===== src/rtl/tlul_pkg.sv =====
// tlul_pkg: TL-UL channel structs and opcodes shared by crossbar devices.
package tlul_pkg;
  localparam int TL_AW  = 32;
  localparam int TL_DW  = 32;
  localparam int TL_AIW = 8;
  localparam int TL_DIW = 1;
  localparam int TL_SZW = 2;
  localparam int TL_DBW = TL_DW / 8;

  typedef enum logic [2:0] {
    PutFullData    = 3'h0,
    PutPartialData = 3'h1,
    Get            = 3'h4
  } tl_a_op_e;

  typedef enum logic [2:0] {
    AccessAck     = 3'h0,
    AccessAckData = 3'h1
  } tl_d_op_e;

  typedef struct packed {
    logic              a_valid;
    logic [2:0]        a_opcode;
    logic [2:0]        a_param;
    logic [TL_SZW-1:0] a_size;
    logic [TL_AIW-1:0] a_source;
    logic [TL_AW-1:0]  a_address;
    logic [TL_DBW-1:0] a_mask;
    logic [TL_DW-1:0]  a_data;
    logic              d_ready;
  } tl_h2d_t;

  typedef struct packed {
    logic              d_valid;
    logic [2:0]        d_opcode;
    logic [2:0]        d_param;
    logic [TL_SZW-1:0] d_size;
    logic [TL_AIW-1:0] d_source;
    logic [TL_DIW-1:0] d_sink;
    logic [TL_DW-1:0]  d_data;
    logic              d_error;
    logic              a_ready;
  } tl_d2h_t;
endpackage


===== src/rtl/tlul_sram_adapter_pkg.sv =====
// tlul_sram_adapter_pkg: response-tracking entry and lane helpers for the SRAM adapter.
package tlul_sram_adapter_pkg;
  import tlul_pkg::*;

  typedef struct packed {
    logic [2:0]        rsp_op;
    logic [TL_SZW-1:0] size;
    logic [TL_AIW-1:0] source;
    logic              err;
    logic              is_read;
  } rsp_entry_t;

  localparam int RspW = $bits(rsp_entry_t);

  // Byte lanes legally touched by an access of the given size and low address bits.
  function automatic logic [3:0] lane_mask(input logic [1:0] size, input logic [1:0] addr);
    return size == 2'd0 ? 4'b0001 << addr :
           size == 2'd1 ? (addr[1] ? 4'b1100 : 4'b0011) : 4'b1111;
  endfunction

  function automatic logic [31:0] expand_mask(input logic [3:0] m);
    return {{8{m[3]}}, {8{m[2]}}, {8{m[1]}}, {8{m[0]}}};
  endfunction
endpackage


===== src/rtl/tlul_fifo_sync.sv =====
// tlul_fifo_sync: small synchronous FIFO with full/empty/occupancy status.
module tlul_fifo_sync #(
  parameter int Width = 8,
  parameter int Depth = 2,
  localparam int CntW = $clog2(Depth + 1)
) (
  input  logic             clk_i,
  input  logic             rst_ni,
  input  logic             wvalid_i,
  input  logic [Width-1:0] wdata_i,
  input  logic             rready_i,
  output logic [Width-1:0] rdata_o,
  output logic             full_o,
  output logic             empty_o,
  output logic [CntW-1:0]  depth_o
);
  localparam int PtrW = Depth > 1 ? $clog2(Depth) : 1;

  logic [Width-1:0] r_mem [Depth];
  logic [PtrW-1:0]  r_wptr, r_rptr;
  logic [CntW-1:0]  r_cnt;
  logic             w_push, w_pop;

  function automatic logic [PtrW-1:0] ptr_inc(input logic [PtrW-1:0] p);
    return p == PtrW'(Depth - 1) ? '0 : p + 1'b1;
  endfunction

  assign full_o  = r_cnt == CntW'(Depth);
  assign empty_o = r_cnt == '0;
  assign depth_o = r_cnt;
  assign rdata_o = r_mem[r_rptr];
  assign w_push  = wvalid_i & ~full_o;
  assign w_pop   = rready_i & ~empty_o;

  always_ff @(posedge clk_i or negedge rst_ni) begin
    if (!rst_ni) begin
      r_wptr <= '0;
      r_rptr <= '0;
      r_cnt  <= '0;
    end else begin
      r_wptr <= w_push ? ptr_inc(r_wptr) : r_wptr;
      r_rptr <= w_pop ? ptr_inc(r_rptr) : r_rptr;
      r_cnt  <= r_cnt + CntW'(w_push) - CntW'(w_pop);
    end
  end

  always_ff @(posedge clk_i) begin
    if (w_push) r_mem[r_wptr] <= wdata_i;
  end
endmodule


===== src/rtl/tlul_sram_adapter.sv =====
// tlul_sram_adapter: TL-UL device port terminating into a single-port SRAM
// req/gnt/rvalid interface, with protocol error checks and in-order responses.
module tlul_sram_adapter
  import tlul_pkg::*;
  import tlul_sram_adapter_pkg::*;
#(
  parameter int SramAw      = 12,
  parameter int SramDw      = 32,
  parameter int Outstanding = 2,
  parameter bit ErrOnWrite  = 1'b0
) (
  input  logic              clk_i,
  input  logic              rst_ni,
  input  tl_h2d_t           tl_i,
  output tl_d2h_t           tl_o,
  output logic              req_o,
  input  logic              gnt_i,
  output logic              we_o,
  output logic [SramAw-1:0] addr_o,
  output logic [SramDw-1:0] wdata_o,
  output logic [SramDw-1:0] wmask_o,
  input  logic              rvalid_i,
  input  logic [SramDw-1:0] rdata_i
);
  localparam int CntW = 3;
  localparam int DepW = $clog2(Outstanding + 1);

  logic [CntW-1:0]   r_cnt, r_rd_out;
  logic              w_is_get, w_is_put, w_misalign, w_err;
  logic [3:0]        w_lanes;
  logic              w_space, w_req, w_accept, w_retire, w_rd_push, w_rd_pop;
  rsp_entry_t        w_push_ent, w_head;
  logic [RspW-1:0]   w_head_raw;
  logic              w_req_full, w_req_empty, w_rd_full, w_rd_empty;
  logic [DepW-1:0]   w_req_depth, w_rd_depth;
  logic [SramDw-1:0] w_rd_data;
  logic              w_unused;

  always_comb begin
    w_is_get   = tl_i.a_opcode == Get;
    w_is_put   = tl_i.a_opcode == PutFullData || tl_i.a_opcode == PutPartialData;
    w_lanes    = lane_mask(tl_i.a_size, tl_i.a_address[1:0]);
    w_misalign = tl_i.a_size == 2'd1 ? tl_i.a_address[0] :
                 tl_i.a_size == 2'd2 ? |tl_i.a_address[1:0] : 1'b0;
    w_err      = !(w_is_get || w_is_put) || tl_i.a_size == 2'd3 || w_misalign ||
                 |(tl_i.a_mask & ~w_lanes) ||
                 (tl_i.a_opcode == PutFullData && tl_i.a_mask != w_lanes) ||
                 (w_is_put && ErrOnWrite);
  end

  // No bypass: a retire in the same cycle does not free a slot.
  assign w_space  = r_cnt < CntW'(Outstanding);
  assign w_req    = tl_i.a_valid & ~w_err & w_space;
  assign w_accept = tl_i.a_valid & w_space & (w_err | gnt_i);

  assign req_o   = w_req;
  assign we_o    = w_req & w_is_put;
  assign addr_o  = tl_i.a_address[SramAw+1:2];
  assign wdata_o = SramDw'(tl_i.a_data);
  assign wmask_o = SramDw'(expand_mask(tl_i.a_mask));

  always_comb begin
    w_push_ent         = '0;
    w_push_ent.rsp_op  = w_is_get ? 3'(AccessAckData) : 3'(AccessAck);
    w_push_ent.size    = tl_i.a_size;
    w_push_ent.source  = tl_i.a_source;
    w_push_ent.err     = w_err;
    w_push_ent.is_read = w_is_get;
  end

  tlul_fifo_sync #(.Width(RspW), .Depth(Outstanding)) u_reqfifo (
    .clk_i, .rst_ni,
    .wvalid_i (w_accept),
    .wdata_i  (w_push_ent),
    .rready_i (w_retire),
    .rdata_o  (w_head_raw),
    .full_o   (w_req_full),
    .empty_o  (w_req_empty),
    .depth_o  (w_req_depth)
  );

  // Read data is only captured while a granted good read is still awaiting it.
  assign w_rd_push = rvalid_i & (r_rd_out != '0);

  tlul_fifo_sync #(.Width(SramDw), .Depth(Outstanding)) u_rdfifo (
    .clk_i, .rst_ni,
    .wvalid_i (w_rd_push),
    .wdata_i  (rdata_i),
    .rready_i (w_rd_pop),
    .rdata_o  (w_rd_data),
    .full_o   (w_rd_full),
    .empty_o  (w_rd_empty),
    .depth_o  (w_rd_depth)
  );

  assign w_head   = rsp_entry_t'(w_head_raw);
  assign w_retire = tl_o.d_valid & tl_i.d_ready;
  assign w_rd_pop = w_retire & w_head.is_read & ~w_head.err;

  always_comb begin
    tl_o          = '0;
    tl_o.a_ready  = w_accept;
    tl_o.d_valid  = ~w_req_empty & (~w_head.is_read | w_head.err | ~w_rd_empty);
    tl_o.d_opcode = w_head.rsp_op;
    tl_o.d_size   = w_head.size;
    tl_o.d_source = w_head.source;
    tl_o.d_error  = w_head.err;
    tl_o.d_data   = w_head.is_read ? (w_head.err ? '1 : TL_DW'(w_rd_data)) : '0;
  end

  always_ff @(posedge clk_i or negedge rst_ni) begin
    if (!rst_ni) begin
      r_cnt    <= '0;
      r_rd_out <= '0;
    end else begin
      r_cnt    <= r_cnt + CntW'(w_accept) - CntW'(w_retire);
      r_rd_out <= r_rd_out + CntW'(w_req & gnt_i & ~w_is_put) - CntW'(w_rd_push);
    end
  end

  assign w_unused = ^{tl_i.a_address[TL_AW-1:SramAw+2], tl_i.a_param, w_req_full,
                      w_req_depth, w_rd_depth};

  ap_rvalid_expected: assert property (@(posedge clk_i) disable iff (!rst_ni)
    rvalid_i |-> r_rd_out != '0);
  ap_rdfifo_room: assert property (@(posedge clk_i) disable iff (!rst_ni)
    rvalid_i |-> !w_rd_full);
endmodule


===== config.mk =====
export PLATFORM = sky130hd
export DESIGN_NAME = tlul_sram_adapter
export DESIGN_NICKNAME = d
export VERILOG_FILES = /design/src/rtl/tlul_pkg.sv /design/src/rtl/tlul_sram_adapter_pkg.sv /design/src/rtl/tlul_fifo_sync.sv /design/src/rtl/tlul_sram_adapter.sv
export SDC_FILE = /design/constraint.sdc
export NUM_CORES = 1
export LEC_CHECK = 0
export CAP_MARGIN = 30
export CORE_MARGIN = 4
export CORE_UTILIZATION = 40
export CTS_BUF_LIST = sky130_fd_sc_hd__clkbuf_16
export DETAILED_ROUTE_END_ITERATION = 7
export PLACE_DENSITY = 0.9
export SLEW_MARGIN = 15
export SYNTH_ARGS = -nofsm -noshare
export SYNTH_HDL_FRONTEND = slang
export SYNTH_SLANG_ARGS = --single-unit

===== constraint.sdc =====
create_clock -name clk_i -period 3.2 [get_ports clk_i]
set_clock_uncertainty 0.05 [all_clocks]
set_input_delay 0.64 -clock clk_i [delete_from_list [all_inputs] [get_ports clk_i]]
set_output_delay 0.64 -clock clk_i [all_outputs]
set_load 0.05 [all_outputs]

==> qor.json, run 1 <==
{
  "outcome": {"value": "finished, final reports clean"},
  "synth_mux_area_share": {"value": 9.35, "unit": "%"},
  "finalPower": {"value": 5.90, "unit": "mW"},
  "grt_max_degree": {"value": 36},
  "kind_of_cell_with_the_highest_combined_delay_on_the_critical_path": {"value": "simple AND/OR/NAND/NOR gates"},
  "layout-area-overhead-vs-synth": {"value": 29.8, "unit": "%"},
  "drive_above_1_share": {"value": 20.1, "unit": "%"},
  "dominantRegCellSynth": {"value": "edfxtp_1"},
  "yosys_register_bits": {"value": 102},
  "cts_root_buf": {"value": "clkbuf_16"},
  "post_synth_inst_count": {"value": 354},
  "track_usage": {"value": 14.9, "unit": "%"},
  "syn_area": {"value": 4920, "unit": "µm²"},
  "mostFrequentLayoutCell": {"value": "clkdlybuf4s50_1"},
  "worst_setup_hold_path_clk_slew": {"value": 0.07, "unit": "ns"},
  "endpoint_kind": {"value": "primary output"},
  "die-area": {"value": 14100, "unit": "µm²"},
  "finalWorstPathRequiredPeriod": {"value": 3.13, "unit": "ns"},
  "clk_path_buf_depth": {"value": 2},
  "cpPeakStageDelay": {"value": 0.26, "unit": "ns"},
  "synth.lib_cells_used.distinct": {"value": 38},
  "post_synth_fa_ha_maj_area_fraction": {"value": 4.12, "unit": "%"},
  "power_density": {"value": 923, "unit": "nW/µm²"},
  "globalRouteOverflowTotal": {"value": 0},
  "vias_in_the_first_global_route": {"value": 3247},
  "synth-compound-area-share": {"value": 5.21, "unit": "%"},
  "drtIter0Drc": {"value": 116},
  "floorplan.core_area": {"value": 12000, "unit": "µm²"},
  "wire_length_of_the_first_global_routing_pass": {"value": 16.3, "unit": "mm"},
  "h-tree-depth": {"value": 3},
  "fmaxAchievable": {"value": 320, "unit": "MHz"},
  "crit_fanout": {"value": 3},
  "timing.critical_path.slowest_stage_cell": {"value": "o41ai_2"},
  "synth_edf_count": {"value": 88},
  "layout_common_cells": {"value": "clkdlybuf4s50_1, edfxtp_1, buf_4"},
  "critical_path.n_buffers_inverters": {"value": 4},
  "slew_headroom": {"value": 53.0, "unit": "%"},
  "cp_cell_sequence": {"value": "buf_4 -> nor2_4 -> nor2_4 -> nor2_2 -> ha_1 -> and4_1 -> o41ai_2 -> nand4b_4 -> buf_6 -> nor4_4 -> buf_4 -> buf_12"},
  "fraction_of_the_mapped_netlist_area_in_simple_logic_gates": {"value": 3.63, "unit": "%"},
  "final-hold-violation-count": {"value": 0},
  "grt_antenna_before_repair": {"value": 0},
  "rows": {"value": 40},
  "vias_per_cell": {"value": 4.90},
  "power_leakage": {"value": 2.46, "unit": "nW"},
  "drt-wirelength-per-cell": {"value": 17.8, "unit": "µm"},
  "diodes": {"value": 0},
  "num_io_pins": {"value": 252},
  "cts_tree": {"value": "done"},
  "maximum_ir_drop_on_the_vdd_rail": {"value": 0.416, "unit": "mV"},
  "chipHeight": {"value": 119, "unit": "µm"},
  "final_design_instance_area_without_fill": {"value": 6390, "unit": "µm²"},
  "util_after_layout": {"value": 53.2, "unit": "%"},
  "clkLatencyLatePin": {"value": 0.34, "unit": "ns"},
  "report.final.slew_viol_count": {"value": 0},
  "start_to_end_type_of_the_worst_setup_path": {"value": "input pin to primary output"},
  "synth.yosys.seq_area_share": {"value": 60.8, "unit": "%"},
  "drt.antenna.violating_nets": {"value": 0},
  "synthXorXnorAreaFrac": {"value": 1.96, "unit": "%"},
  "cts_made_buffers": {"value": 9},
  "initial_core_util": {"value": 41.0, "unit": "%"},
  "dp_hpwl": {"value": 7.77, "unit": "mm"},
  "preCtsSetupSlack": {"value": -0.654, "unit": "ns"},
  "async_reset_ff_share": {"value": 13.7, "unit": "%"},
  "firstDrtPassIters": {"value": 4},
  "critPathArrivalTime": {"value": 2.44, "unit": "ns"},
  "worst_setup_start_kind": {"value": "input pin"},
  "place.gp.congestion": {"value": 0.766},
  "dr_total_vias": {"value": 2893},
  "cap_viol_max_count": {"value": 0},
  "die_width": {"value": 119, "unit": "µm"},
  "layout.nets": {"value": 575},
  "cts.sink_count": {"value": 102},
  "synth_top_family_by_area": {"value": "buffers and inverters"},
  "syn_area_per_cell": {"value": 13.9, "unit": "µm²"},
  "postLayoutSetupSlackWorst": {"value": 0.0746, "unit": "ns"},
  "drt-total-wl": {"value": 10.5, "unit": "mm"},
  "buffer_ports.inserted": {"value": 136},
  "tightestPinTransition": {"value": 0.702, "unit": "ns"},
  "totalNegativeSetupSlack": {"value": 0, "unit": "ns"},
  "postPlaceCellArea": {"value": 6050, "unit": "µm²"},
  "drc": {"value": 0},
  "final-setup-viol-count": {"value": 0},
  "holdCritPathClass": {"value": "flop to flop"},
  "yosysWarningCount": {"value": 0},
  "fillCellCount": {"value": 978},
  "worst_ep_required_time": {"value": 2.51, "unit": "ns"},
  "final.period_utilization": {"value": 97.7, "unit": "%"}
}
==> Yosys cell counts, drive strengths merged, types with 2 or more instances <==
cell type | number | area [µm²]
fa | 2 | 40.0
nor2 | 11 | 41.3
o21ai | 3 | 18.8
buf | 86 | 638
nor4 | 4 | 52.6
xnor2 | 8 | 70.1
edfxtp | 88 | 2640
nand4b | 2 | 32.5
mux2i | 34 | 348
a21oi | 36 | 180
mux2 | 10 | 113
dfrtp | 14 | 350
xor2 | 3 | 26.3
ha | 13 | 163
inv | 17 | 63.8
clkbuf | 8 | 30.0
==> sequential cells by signal (all words and copies together) (netlist names) <==
signal	count
r_cnt	3
u_reqfifo.depth_o	2
r_rd_out	3
u_rdfifo.r_mem	64
u_reqfifo.r_wptr	1
u_reqfifo.r_mem	24
u_reqfifo.r_rptr	1
u_rdfifo.depth_o	2
u_rdfifo.r_rptr	1
u_rdfifo.r_wptr	1
==> per-layer routing <==
layer	up-vias	part of all wire, %	track usage (%)
met5	-	0	0
met4	0	2.2	6.37
met3	27	9.3	5.89
met2	161	51	27.0
met1	1361	37	15.2
li1	1344	-	-
==> kinds of logic (layout without fill, tap and decap cells) <==
logic type / count (synthesis) / count (layout)
compound gates: 45 / 45
xor+xnor: 11 / 11
fa+ha+maj: 15 / 15
buf+inv: 111 / 195
flops: 102 / 102
mux: 44 / 44
other cells: 1 / 6
simple gates: 25 / 25
==> timing repair <==
item	CTS	global route
hold buffers	0	0
pin swaps	5	4
buffers inserted	2	0
gates resized for setup	34	9
setup endpoints to repair	39	4
==> where the power goes <==
group          switching, mW  total, mW  internal, mW
sequential             0.236       2.07          1.83
combinational           1.74       2.79          1.05
clock                  0.454       1.05         0.596
==> worst paths after layout <==
check                                      start               to  slack, ns  depth (start not counted)
worst min register to register          r_cnt[0]         r_cnt[0]       0.45                          1
worst max register to register  u_reqfifo.r_rptr         r_cnt[2]       0.39                          9
max in group asynchronous                 rst_ni  u_rdfifo.r_rptr       1.91                          1
worst max-delay path                    tl_i[77]             we_o       0.07                         12
min in group asynchronous                 rst_ni         r_cnt[0]       0.67                          1
worst min-delay path                    r_cnt[0]         r_cnt[0]       0.45                          1
==> final cells by class <==
cell class / count / area [µm²] / share of cell area [%]
clock buffer: 9 / 225 / 3.52
timing repair buffer: 162 / 1560 / 24.4
multi-input combinational: 146 / 1300 / 20.4
clock inverter: 7 / 61.3 / 0.959
sequential: 102 / 3000 / 46.9
tap: 147 / 184 / 2.88
inverter: 17 / 63.8 / 0.998
==> stage by stage <==
step | std cells | hold slack [ns]
2_1_floorplan | 359 | 0.294
6_report | 590 | 0.448
5_1_grt | 590 | 0.478
4_1_cts | 590 | 0.455
3_5_place_dp | 572 | 0.445
3_3_place_gp | 572 | 0.413
(Power assumes the default switching activity.)
==> inputs of run 2 (changes only) <==
--- a/config.mk
+++ b/config.mk
@@ -10,6 +10,7 @@
 export CORE_UTILIZATION = 40
 export CTS_BUF_LIST = sky130_fd_sc_hd__clkbuf_16
 export DETAILED_ROUTE_END_ITERATION = 7
+export HOLD_SLACK_MARGIN = 0.1
 export PLACE_DENSITY = 0.9
 export SLEW_MARGIN = 15
 export SYNTH_ARGS = -nofsm -noshare
==> results of run 2 <==
Same layout as run 1: the final DEF is identical, and so are final timing and power.
